==> src/rtl/rggen_bridge_pkg.sv <==
// Shared definitions for the APB-to-register bridge: FSM state encodings,
// byte-lane widths and the strobe-to-bit-mask expansion helper.
package rggen_bridge_pkg;

    typedef enum logic [1:0] {
        ST_IDLE    = 2'b00,
        ST_ACCESS  = 2'b01,
        ST_RESPOND = 2'b10
    } bridge_state_e;

    localparam int BYTE_WIDTH = 8;
    localparam int DATA_WIDTH = 32;
    localparam int STRB_WIDTH = DATA_WIDTH / BYTE_WIDTH;

    // Each strobe bit enables one full byte lane of the write mask.
    function automatic logic [DATA_WIDTH-1:0] expand_strobe(input logic [STRB_WIDTH-1:0] strb);
        logic [DATA_WIDTH-1:0] mask;
        mask = '0;
        for (int b = 0; b < STRB_WIDTH; b++) begin
            mask[b*BYTE_WIDTH +: BYTE_WIDTH] = {BYTE_WIDTH{strb[b]}};
        end
        return mask;
    endfunction

endpackage

==> src/rtl/rggen_bridge_read_mux.sv <==
// Selects one register's read data from the flattened read-data bus.
// An index beyond the last register yields all zeros.
module rggen_bridge_read_mux
    import rggen_bridge_pkg::*;
#(
    parameter int BUS_WIDTH   = DATA_WIDTH,
    parameter int REGISTERS   = 4,
    parameter int INDEX_WIDTH = 6
) (
    input  logic [INDEX_WIDTH-1:0]         i_index,
    input  logic [REGISTERS*BUS_WIDTH-1:0] i_read_data,
    output logic [BUS_WIDTH-1:0]           o_read_data
);

    // Priority-free select: at most one k can match the index.
    always_comb begin
        o_read_data = '0;
        for (int k = 0; k < REGISTERS; k++) begin
            if (32'(i_index) == 32'(k)) begin
                o_read_data = i_read_data[k*BUS_WIDTH +: BUS_WIDTH];
            end
        end
    end

endmodule

==> src/rtl/rggen_apb_register_bridge.sv <==
// APB slave that turns each transfer into a single-cycle register strobe.
// Every transfer takes IDLE -> ACCESS -> RESPOND, i.e. two wait states.
// Optional feature: define RGGEN_APB_BRIDGE_SLVERR_EN to report PSLVERR
// for unmapped addresses and for writes with an all-zero strobe.
//
// Handshake: a transfer is accepted in IDLE when psel & penable are both
// sampled high; o_register_valid is a one-cycle pulse the register consumes
// at the end of ACCESS; o_pready is a one-cycle pulse in RESPOND and the
// master is expected to hold psel until it sees it.
module rggen_apb_register_bridge
    import rggen_bridge_pkg::*;
#(
    parameter int ADDRESS_WIDTH = 8,
    parameter int BUS_WIDTH     = 32,
    parameter int REGISTERS     = 4
) (
    input  logic                           i_clk,
    input  logic                           i_rst_n,
    input  logic                           i_psel,
    input  logic                           i_penable,
    input  logic [ADDRESS_WIDTH-1:0]       i_paddr,
    input  logic                           i_pwrite,
    input  logic [BUS_WIDTH-1:0]           i_pwdata,
    input  logic [BUS_WIDTH/8-1:0]         i_pstrb,
    output logic                           o_pready,
    output logic [BUS_WIDTH-1:0]           o_prdata,
    output logic                           o_pslverr,
    output logic [REGISTERS-1:0]           o_register_valid,
    output logic [BUS_WIDTH-1:0]           o_register_read_mask,
    output logic [BUS_WIDTH-1:0]           o_register_write_mask,
    output logic [BUS_WIDTH-1:0]           o_register_write_data,
    input  logic [REGISTERS*BUS_WIDTH-1:0] i_register_read_data,
    output logic [1:0]                     o_debug_state
);

    localparam int INDEX_WIDTH = ADDRESS_WIDTH - 2;

    bridge_state_e          state;
    logic [INDEX_WIDTH-1:0] index_q;
    logic                   write_q;

    logic [INDEX_WIDTH-1:0] req_index;
    logic                   req_mapped;
    logic                   req_valid_en;
    logic [REGISTERS-1:0]   req_valid;
    logic [BUS_WIDTH-1:0]   req_write_mask;
    logic [BUS_WIDTH-1:0]   mux_data;
    logic [1:0]             unused_byte_offset;

    // Byte offset within a word carries no meaning for word registers.
    assign unused_byte_offset = i_paddr[1:0];
    assign req_index          = i_paddr[ADDRESS_WIDTH-1:2];
    assign req_mapped         = 32'(req_index) < 32'(REGISTERS);
    assign req_write_mask     = expand_strobe(i_pstrb);

`ifdef RGGEN_APB_BRIDGE_SLVERR_EN
    logic req_error;
    logic error_q;
    // A write that enables no byte lane is rejected rather than forwarded.
    assign req_valid_en = req_mapped && !(i_pwrite && (i_pstrb == '0));
    assign req_error    = !req_mapped || (i_pwrite && (i_pstrb == '0));
`else
    assign req_valid_en = req_mapped;
    assign o_pslverr    = 1'b0;
`endif

    assign req_valid     = req_valid_en ? (REGISTERS'(1) << req_index) : '0;
    assign o_debug_state = state;

    rggen_bridge_read_mux #(
        .BUS_WIDTH   (BUS_WIDTH),
        .REGISTERS   (REGISTERS),
        .INDEX_WIDTH (INDEX_WIDTH)
    ) u_read_mux (
        .i_index     (index_q),
        .i_read_data (i_register_read_data),
        .o_read_data (mux_data)
    );

    // Transfer FSM; every register-side and APB-side output is a flop here.
    always_ff @(posedge i_clk or negedge i_rst_n) begin
        if (!i_rst_n) begin
            state                 <= ST_IDLE;
            index_q               <= '0;
            write_q               <= 1'b0;
            o_pready              <= 1'b0;
            o_prdata              <= '0;
            o_register_valid      <= '0;
            o_register_read_mask  <= '0;
            o_register_write_mask <= '0;
            o_register_write_data <= '0;
`ifdef RGGEN_APB_BRIDGE_SLVERR_EN
            o_pslverr             <= 1'b0;
            error_q               <= 1'b0;
`endif
        end else begin
            case (state)
                ST_IDLE: begin
                    if (i_psel && i_penable) begin
                        state                 <= ST_ACCESS;
                        index_q               <= req_index;
                        write_q               <= i_pwrite;
                        o_register_valid      <= req_valid;
                        o_register_read_mask  <= i_pwrite ? '0 : '1;
                        o_register_write_mask <= i_pwrite ? req_write_mask : '0;
                        o_register_write_data <= i_pwrite ? i_pwdata : '0;
`ifdef RGGEN_APB_BRIDGE_SLVERR_EN
                        error_q               <= req_error;
`endif
                    end
                end
                ST_ACCESS: begin
                    o_register_valid      <= '0;
                    o_register_read_mask  <= '0;
                    o_register_write_mask <= '0;
                    o_register_write_data <= '0;
                    if (!i_psel) begin
                        state <= ST_IDLE;
                    end else begin
                        // Capture at the same edge the register sees valid,
                        // so clear-on-read effects land after the sample.
                        state    <= ST_RESPOND;
                        o_pready <= 1'b1;
                        o_prdata <= write_q ? '0 : mux_data;
`ifdef RGGEN_APB_BRIDGE_SLVERR_EN
                        o_pslverr <= error_q;
`endif
                    end
                end
                ST_RESPOND: begin
                    state    <= ST_IDLE;
                    o_pready <= 1'b0;
                    o_prdata <= '0;
`ifdef RGGEN_APB_BRIDGE_SLVERR_EN
                    o_pslverr <= 1'b0;
`endif
                end
                default: begin
                    state <= ST_IDLE;
                end
            endcase
        end
    end

endmodule

==> config.mk <==
export PLATFORM = sky130hd
export DESIGN_NAME = rggen_apb_register_bridge
export DESIGN_NICKNAME = d
export VERILOG_FILES = /design/src/rtl/rggen_bridge_pkg.sv /design/src/rtl/rggen_bridge_read_mux.sv /design/src/rtl/rggen_apb_register_bridge.sv
export SDC_FILE = /design/constraint.sdc
export NUM_CORES = 1
export LEC_CHECK = 0
export ABC_AREA = 1
export CAP_MARGIN = 20
export CORE_ASPECT_RATIO = 0.5
export CORE_MARGIN = 4
export CORE_UTILIZATION = 40
export CTS_BUF_LIST = sky130_fd_sc_hd__clkbuf_8
export DETAILED_ROUTE_END_ITERATION = 7
export PLACE_DENSITY = 0.89
export SYNTH_ARGS = -nofsm -noshare
export SYNTH_HDL_FRONTEND = slang
export SYNTH_SLANG_ARGS = --single-unit
==> constraint.sdc <==
create_clock -name i_clk -period 2.4 [get_ports i_clk]
set_input_delay 0.48 -clock i_clk [delete_from_list [all_inputs] [get_ports i_clk]]
set_output_delay 0.48 -clock i_clk [all_outputs]
set_load 0.01 [all_outputs]
---- Word-level counts from Yosys, hierarchy flattened ----
Index checks and enable logic that the tools add are counted.
word-level totals
  bits in registers ....................... 142
  bits in latches ......................... 0
  bits in writable memories ............... 0
  ROM bits ................................ 0
  bits of input ports ..................... 177
  word-level logic and storage cells ...... 50
  memories ................................ 0
operators by class
  add/sub/neg operators ................... 0
  multipliers ............................. 0
  divide/modulo/power cells ............... 0
  magnitude comparators ................... 1
  eq/ne operators ......................... 7
  shifts and indexed selects .............. 1
  multiplexer cells ....................... 24
  bitwise gates (word level) .............. 0
  reduce and logical (&&, ||, !) cells .... 8
operators with widths
  kind                 count
  $mux 32              12
  $pmux 32 s2          4
  $eq 6x2->1 const B   2
  $mux 4               2
  $pmux 4 s2           1
  $eq 6x1->1 const B   1
  $logic_not 6->1      1
  $lt 6x3->1 const B   1
  $reduce_and 2->1     3
  $shl 1x6->4 const A  1
  $mux 2               2
  $ne 2x2->1 const B   2
  $pmux 2 s2           1
  $reduce_bool 2->1    2
  $eq 2x1->1 const B   1
  $eq 2x2->1 const B   1
  $logic_not 2->1      1
  $pmux 1 s2           1
  $logic_and 1x1->1    1
  $mux 1               1

---- Logic depth before layout (Yosys ltp) ----
Gate-level depths: netlist of the first run.
  word-level depth ........................ 8
  gate-level depth with buffers ........... 10
  depth with buffers taken out ............ 9

---- Cells and area by module ----
Synthesis of the first run repeated with hierarchy kept, for this count alone.
second synthesis, totals
  cells, all modules ...................... 658
  area total of the unflattened synthesis .. 5713.0 um2
modules (own cells, without submodules)
  module                     instances  cells each  area an instance (um2)  sequential area each (um2)
  rggen_apb_register_bridge  1          452         4021.4                  2077.0
  rggen_bridge_read_mux      1          206         1691.6                  0.0

---- Worst setup path after synthesis of the first run ----
No wires, ideal clock.
  kind .................................... reg-to-output
  start point ............................. register o_register_read_mask[30] (netlist name)
  end point ............................... output port o_register_read_mask[10]
  data arrival time ....................... 1.069 ns
  data required time ...................... 1.920 ns
  path slack .............................. 0.851 ns
  stages on the path, launching flop included .. 2
  path buffers ............................ 1
  cell sequence ........................... dfrtp_1 -> buf_4
RTL lines
  item              line                             text
  end: declaration  rggen_apb_register_bridge.sv:29  output logic [BUS_WIDTH-1:0] o_register_read_mask,

==> impl_metrics.ini, run 1 <==
[sta]
fmax_mhz = 482
maxSlewHeadroom_pct = 59.5
tightest_slew_ns = 0.606
hold_slack_ns = 0.123
finalSetupTns_ns = 0
rsz0062_at_grt = false
slew_viol_final = 0
setup_viol_count_final = 0
period_needed_ns = 2.08
finalClockSkew_ns = 0.0176
fin_crit_sh_pct = 86.5
hold_violations = 0

[clock_network]
clockBufferDepth = 2
clk_pin_slew_worst_paths_ns = 0.09
clock_latency_ns = 0.35
post-cts-setup-buffers = 0
cts_sinks = 83
h-tree-depth = 3
cts_tree = done
cts_resized = 0
cts_root_buf = clkbuf_8
ctsHoldBuffers = 0
cts_made_buffers = 9

[drt]
firstDrtPassIters = 4
vias = 4939
drt_iter0_drc = 303
drtAntennaViolNets = 0
wl_per_cell_microns = 15.8
vias_per_cell = 4.76
drc_errors = 0
wl_mm = 16.4

[yosys]
yosysSeqAreaShare_pct = 44.6
synth.distinct_cells = 22
ys_ff_latch = 83
synth_edf_count = 0
async_flop_share_pct = 100
synth_cells = 635
syn-num-nets = 812
synth_flop_cell = dfrtp_1
syn_avg_cell_area_sq_um = 7.34
netlist_area_sq_mm = 0.00466
yosysWarnings = 0

[floorplanning]
die_x_microns = 161
initial_core_util_pct = 41.7
die_y_microns = 84.3
io_pins = 313
dieArea_sq_mm = 0.0135
num_rows = 27
core_sq_mm = 0.0112

[grt]
grt_overflow = 0
grt_max_degree = 52
track_usage_pct = 23.3
grt_pass1_vias = 4915
grt_pass1_wl_mm = 25.6
grt_antenna_before_repair = 0

[power_and_ir_drop]
p_int_mw = 2.84
power_mw = 4.13
p_sw_share_pct = 31.1
peakVddDrop_mv = 0.286
power_density_mw_per_mm2 = 541
seqPwrFrac_pct = 40.0
combPwrFrac_pct = 34.8
switching_power_mw = 1.28
p_clk_share_pct = 25.2
power_leakage_nw = 3.58

[worst_setup_path]
r2r_cells = 8
critical_path_arrival_ns = 1.60
cp-end-kind = output pin
critical_path_required_ns = 1.92
cp_max_fo = 33
r2r_end = o_prdata[17]
start_kind = flop
r2r_slack_ns = 0.45
path_class = reg2out
regToRegStartpoint = index_q[5]

[outcome]
outcome = complete, no violations

[layout]
final_layout_size_suffix_gt1_share_pct = 5.01
fin_area_sq_mm = 0.00763
seqCellArea_sq_mm = 0.00208
fin_nets = 1052
fillers = 915
area_growth_pct = 63.8
multi_input_area_sq_mm = 0.00192
antenna_cells = 0

[placed_design]
routabilityCongestion = 0.796
placed_cell_area_sq_mm = 0.00743
dp_hpwl_mm = 12.2
port_buffers = 309

[hold_path]
hp-class = in2async

[flow_run]
timing.max_cap.violations = 0
worst max-delay path by stage:
stage                                        start                         to  slack (ns)  cells past startpoint
after floorplan           o_register_read_mask[30]   o_register_read_mask[10]        0.85                      1
after global placement                      i_psel  o_register_write_data[29]        0.35                      7
after detailed placement                    i_psel   o_register_write_data[5]        0.23                      7
after CTS                 o_register_read_mask[30]   o_register_read_mask[20]        0.29                      2
after global routing      o_register_read_mask[30]   o_register_read_mask[20]        0.19                      2
final                     o_register_read_mask[30]   o_register_read_mask[15]        0.32                      2
layout by cell type (no fill, tap or decap), drive strengths merged:
master         netlist  layout
nand3               82      82
buf                 74       9
clkbuf              14      10
o21ai               44      44
conb                 1       1
nor4                 1       1
clkdlybuf4s50        0     308
clkinv               0       1
nor3                 1       1
bufinv               0       1
nand2              240     240
inv                 19      20
nor2                66      66
dfrtp               83      83
clkinvlp             0       2
or2                  6       6
nand4                4       4
metal layers:
layer / routed length [microns] / GRT usage, % / vias to the layer above / share of wire (%)
li1: - / - / 2424 / -
met1: 6620 / 27.5 / 2291 / 40
met2: 8320 / 42.8 / 192 / 51
met3: 1060 / 4.90 / 32 / 6.5
met4: 423 / 7.18 / 0 / 2.6
met5: 0 / 0 / - / 0
synth_stat cells (2+ instances only):
library cell,count,area (sq um)
nand2_4,2,22.5
clkbuf_1,14,52.6
buf_2,6,30.0
o21ai_0,28,140
nor2_1,62,233
nor2_4,2,22.5
nand2_2,2,12.5
inv_1,8,30.0
or2_1,6,37.5
nand3_1,82,410
inv_2,11,41.3
nand2_1,236,886
buf_4,67,503
dfrtp_1,83,2080
nand4_1,4,25.0
o21ai_1,16,80.1
worst max-delay path, cell delays in order (launching register included):
cell and delay, ns:
dfrtp_1 0.33, buf_4 0.29, clkdlybuf4s50_1 0.62
sequential cells by signal, summed over array words and instances, names as in the netlist:
| name | count |
|---|---|
| write_q | 1 |
| o_register_valid | 4 |
| o_register_write_data | 32 |
| o_pready | 1 |
| o_register_write_mask | 4 |
| o_register_read_mask | 1 |
| index_q | 6 |
| o_prdata | 32 |
| o_debug_state | 2 |
power groups by stage:
stage               logic, mW  registers (mW)  clock network, mW
CTS                      1.45            1.65               1.06
floorplan               0.612            1.73                  0
global route             1.55            1.67               1.13
detailed placement       1.45            1.67                  0
global placement         1.41            1.67                  0
finish                   1.44            1.65               1.04
cell type report:
class	count	share of cell area [%]
multi-input cells	445	25.2
well taps	159	2.61
clock buffers	10	1.80
clock inverters	5	0.820
repair buffers	317	41.4
inverters	19	0.934
flip-flops and latches	83	27.2
through the flow:
stage,instances,utilization (%),setup WS [ns]
CTS,1038,68.3,0.290
detailed placement,1023,66.5,0.233
global placement,1023,66.5,0.348
floorplan,635,-,0.851
finish,1038,68.3,0.324
global route,1038,68.3,0.195
logic make-up (layout without fill, tap and decap cells):
group | count (synthesis) | after routing | synth area share, %
other | 1 | 1 | 0.0805
AND/OR/NAND/NOR | 400 | 400 | 36.4
flip-flops | 83 | 83 | 44.6
buffers and inverters | 107 | 351 | 14.2
AO/OA/AOI/OAI | 44 | 44 | 4.73
No activity file was read; power rests on OpenSTA's default activity.
==> inputs of run 2 (changes only) <==
CORE_UTILIZATION = 37   (was 40)
PLACE_DENSITY = 0.83   (was 0.89)
clock period = 2.35 ns   (was 2.4 ns; I/O delays follow)
==> impl_metrics.ini, run 2 (synthesized netlist as in run 1, its figures left out) <==
[drt]
wl_mm = 16.3
firstDrtPassIters = 5
drt_iter0_drc = 224
drc_errors = 0
drtAntennaViolNets = 0
wl_per_cell_microns = 15.6
vias = 4943
vias_per_cell = 4.73

[clock_network]
cts_root_buf = clkbuf_8
clockBufferDepth = 2
h-tree-depth = 3
clk_pin_slew_worst_paths_ns = 0.08
cts_sinks = 83
cts_made_buffers = 9
clock_latency_ns = 0.35
post-cts-setup-buffers = 0
cts_tree = done

[placed_design]
dp_hpwl_mm = 12.3
routabilityCongestion = 0.835
port_buffers = 309

[sta]
setup_viol_count_final = 0
period_needed_ns = 2.06
maxSlewHeadroom_pct = 59.4
tightest_slew_ns = 0.608
slew_viol_final = 0
fmax_mhz = 486
rsz0062_at_grt = false
hold_violations = 0
hold_slack_ns = 0.479
finalSetupTns_ns = 0
finalClockSkew_ns = 0.00972
fin_crit_sh_pct = 87.6

[layout]
seqCellArea_sq_mm = 0.00208
area_growth_pct = 64.1
antenna_cells = 0
final_common_cell = clkdlybuf4s50_1
fin_nets = 1053
top_regs = o_prdata: 32 flops, o_register_write_data: 32 flops, index_q: 6 flops
fillers = 1057
multi_input_area_sq_mm = 0.00192
final_cell_mix = clkdlybuf4s50_1 (308), nand2_1 (236), dfrtp_1 (83), nand3_1 (82), nor2_1 (62)
final_layout_size_suffix_gt1_share_pct = 5.11

[power_and_ir_drop]
peakVddDrop_mv = 0.272
power_density_mw_per_mm2 = 548
power_leakage_nw = 3.59

[grt]
grt_antenna_before_repair = 0
grt_overflow = 0
grt_pass1_vias = 4961
track_usage_pct = 21.5
grt_pass1_wl_mm = 25.4
grt_max_degree = 52

[worst_setup_path]
r2r_slack_ns = 0.44
start_kind = flop
cp_slowest_cell = clkdlybuf4s50_1
path_class = reg2out
crit_chain = buf_4 -> clkdlybuf4s50_1
critical_path_arrival_ns = 1.59
r2r_cells = 6
cp_max_fo = 33
r2r_end = o_prdata[4]
cpPeakStageDelay_ns = 0.61
regToRegStartpoint = index_q[5]
cp-end-kind = output pin
critical_path_required_ns = 1.88

[floorplanning]
io_pins = 313
core_sq_mm = 0.0121
die_x_microns = 167
dieArea_sq_mm = 0.0146
die_y_microns = 87.4
num_rows = 28
initial_core_util_pct = 38.7

[hold_path]
hp-class = reg2reg
whs_path_depth = 2
hold_path.startpoint = o_pready
hold_path_end = o_pready

[flow_run]
timing.max_cap.violations = 0

[outcome]
outcome = complete, no violations
[run 2: worst max-delay path, delay by kind of cell (launching register included)]
| kind | cells | cell delay [ns] |
|---|---|---|
| buffers and inverters | 2 | 0.90 |
| flip-flops | 1 | 0.34 |
[run 2: worst max path at each step]
stage	from	end	slack (ns)	cells past startpoint
final	o_register_read_mask[30]	o_register_read_mask[15]	0.29	2
after floorplan	o_register_read_mask[30]	o_register_read_mask[10]	0.81	1
after CTS	o_register_read_mask[30]	o_register_read_mask[5]	0.24	2
after global placement	i_psel	o_register_write_data[15]	0.31	7
after detailed placement	i_psel	o_register_write_data[2]	0.24	7
after global routing	o_register_read_mask[30]	o_register_read_mask[15]	0.17	2
[run 2: power breakdown]
part | internal, mW | switching (mW) | total (mW) | leakage (nW)
registers | 1.57 | 0.108 | 1.68 | 1.12
clock network | 0.497 | 0.544 | 1.04 | 0.100
logic | 0.812 | 0.657 | 1.47 | 2.37
[run 2: what timing repair did]
| item | CTS | global route |
|---|---|---|
| hold endpoints to repair | 17 | 0 |
| hold buffers | 1 | 0 |
| gates resized for setup | 0 | 0 |
[run 2: metal layers]
metal	vias up	part of all wire (%)	track usage, %
met5	-	0	0
met4	0	2.4	6.98
met3	27	6.2	4.49
met2	177	52	40.3
met1	2307	39	24.9
li1	2432	-	-
[run 2: stage by stage]
stage	instances	setup slack (ns)	total power, mW	utilization (%)	instance area (sq um)
3_3_place_gp	1029	0.307	3.15	61.7	7440
6_report	1046	0.292	4.19	63.5	7650
2_1_floorplan	635	0.811	2.40	-	4660
5_1_grt	1046	0.173	4.43	63.5	7650
3_5_place_dp	1029	0.245	3.19	61.7	7440
4_1_cts	1046	0.237	4.25	63.5	7650
[run 2: final cells by class]
type / count / area share, %
repair buffers: 318 / 41.5
flip-flops and latches: 83 / 27.2
multi-input cells: 445 / 25.1
well taps: 165 / 2.70
clock buffers: 9 / 1.62
clock inverters: 7 / 0.965
inverters: 19 / 0.933
==> inputs of run 3 (changes only) <==
ABC_AREA = unset   (was 1)
CORE_UTILIZATION = 32   (was 37)
PLACE_DENSITY = 0.79   (was 0.83)
clock period = 1.85 ns   (was 2.35 ns; I/O delays follow)
==> impl_metrics.ini, run 3 <==
[outcome]
outcome = complete, no violations

[layout]
top_regs = o_prdata: 32 flops, o_register_write_data: 32 flops, index_q: 6 flops
final_cell_mix = clkdlybuf4s50_1 (276), dfrtp_1 (76), a22o_1 (57), dlygate4sd2_1 (32), o21ai_0 (30)
fillers = 1091
antenna_cells = 0
final_common_cell = clkdlybuf4s50_1
fin_area_sq_mm = 0.00744
area_growth_pct = 73.9
final_layout_size_suffix_gt1_share_pct = 12.2
seqCellArea_sq_mm = 0.00209
fin_nets = 771
multi_input_area_sq_mm = 0.00165

[clock_network]
clockBufferDepth = 2
cts_root_buf = clkbuf_8
cts_sinks = 83
cts_made_buffers = 9
clock_latency_ns = 0.35
cts_tree = done
clk_pin_slew_worst_paths_ns = 0.08
h-tree-depth = 3

[drt]
drtAntennaViolNets = 0
drc_errors = 0
wl_mm = 15.0
firstDrtPassIters = 4
drt_iter0_drc = 217
vias = 3824
vias_per_cell = 4.97
wl_per_cell_microns = 19.5

[flow_run]
timing.max_cap.violations = 0

[worst_setup_path]
critical_path_arrival_ns = 2.07
crit_chain = clkdlybuf4s50_1 -> nor2b_2 -> mux2i_4 -> a22o_1
path_class = in2reg
r2r_cells = 3
cp_slowest_cell = mux2i_4
crit_buf_inv = 1
start_kind = input port
regToRegStartpoint = index_q[2]
r2r_end = o_prdata[18]
critical_path_required_ns = 2.13
crit_family = multiplexers
cp.depth = 4
r2r_slack_ns = 0.06
cpPeakStageDelay_ns = 0.77
cp-end-kind = flop
cp_max_fo = 32

[yosys]
async_flop_share_pct = 100
synth_area_leaders = dfrtp_1 (49%), a22o_1 (12%), buf_4 (11%)
yosys.area.top_type = dfrtp_1
synth.distinct_cells = 30
netlist_area_sq_mm = 0.00428
synth_cells = 342
yosysWarnings = 0
synth_flop_cell = dfrtp_1
synth_top_area_share_pct = 48.5
syn_avg_cell_area_sq_um = 12.5
yosysSeqAreaShare_pct = 48.5
synth_edf_count = 0
yosysMostFrequentCell = dfrtp_1
syn-num-nets = 519
ys_ff_latch = 83
ys_top_cells_by_count = dfrtp_1 (83), buf_4 (62), a22o_1 (57)

[power_and_ir_drop]
power_mw = 5.32
peakVddDrop_mv = 0.491
power_leakage_nw = 3.14
power_density_mw_per_mm2 = 714

[hold_path]
hp-class = in2async

[sta]
fin_crit_sh_pct = 97.1
rsz0062_at_grt = true
maxSlewHeadroom_pct = 30.2
hold_violations = 0
fmax_mhz = 557
setup_viol_count_final = 0
tightest_slew_ns = 1.03
slew_viol_final = 0
period_needed_ns = 1.80
finalClockSkew_ns = 0.0128

[grt]
grt_pass1_vias = 3969
grt_antenna_before_repair = 0
grt_pass1_wl_mm = 22.5
grt_max_degree = 49
grt_overflow = 0
track_usage_pct = 18.5

[floorplanning]
core_sq_mm = 0.0129
dieArea_sq_mm = 0.0154
die_x_microns = 172
num_rows = 29
initial_core_util_pct = 33.2
io_pins = 313
die_y_microns = 89.8

[placed_design]
routabilityCongestion = 0.809
placed_cell_area_sq_mm = 0.00721
port_buffers = 309
dp_hpwl_mm = 11.6
run 3: worst max-delay path by stage:
stage                        startpoint                        to  slack [ns]
2_1_floorplan                index_q[5]               o_prdata[0]        0.12
3_3_place_gp                     i_psel               o_prdata[5]       -0.24
3_5_place_dp                     i_psel              o_prdata[25]       -0.32
4_1_cts        o_register_write_mask[7]  o_register_write_mask[7]       0.008
5_1_grt                          i_psel              o_prdata[13]       -0.03
6_report                         i_psel              o_prdata[13]        0.05
run 3: timing repair:
| item | CTS | global route |
|---|---|---|
| cloned | 0 | 1 |
| endpoints found under the hold margin | 4 | 0 |
| endpoints found under the setup margin | 42 | 24 |
| buffers inserted | 1 | 0 |
| gates resized for setup | 35 | 6 |
| pin swaps | 0 | 3 |
| hold buffers | 1 | 0 |
run 3: metal layers:
metal  share of wire [%]  up-vias  GRT usage, %
met5                   0        -             0
met4                 2.4        0          5.87
met3                 4.3       27          3.51
met2                  54      118          34.3
met1                  40     1935          21.5
li1                    -     1744             -
run 3: cell families (layout without fill, tap and decap cells):
family                 Yosys count  count (layout)  synth area share [%]
AOI/OAI and AO/OA              105             105                  19.1
buffers and inverters           89             345                  13.7
DFF                             83              83                  48.5
muxes                           39              39                  14.9
and+or+nand+nor                 25              26                  3.74
other                            1               1                0.0876
run 3: layout make-up:
type,instances,area share [%]
repair buffers,326,43.8
multi-input cells,171,22.2
well taps,170,2.86
clock buffers,10,1.85
flip-flops and latches,83,28.0
clock inverters,6,1.19
inverters,3,0.151
run 3: worst reg2reg max path, cell delays in order, from the launching register on:
cell and delay, ns:
dfrtp_1 0.43, or4_4 0.63, or3_1 0.37, a32o_1 0.25
run 3: stage by stage:
step	setup TNS, ns	std cells	hold WS, ns	util (%)	setup WS [ns]
floorplan	0	342	0.0744	-	0.121
global placement	-13.83	750	0.186	56.0	-0.235
detailed placement	-18.61	750	0.185	56.0	-0.319
CTS	0	768	0.344	57.6	0.00844
global route	-0.0580	769	0.349	57.8	-0.0280
finish	0	769	0.358	57.8	0.0540
run 3: where the power goes:
part | switching (mW) | total, mW | internal, mW
Clock | 0.672 | 1.47 | 0.797
Combinational | 0.707 | 1.78 | 1.07
Sequential | 0.116 | 2.07 | 1.95
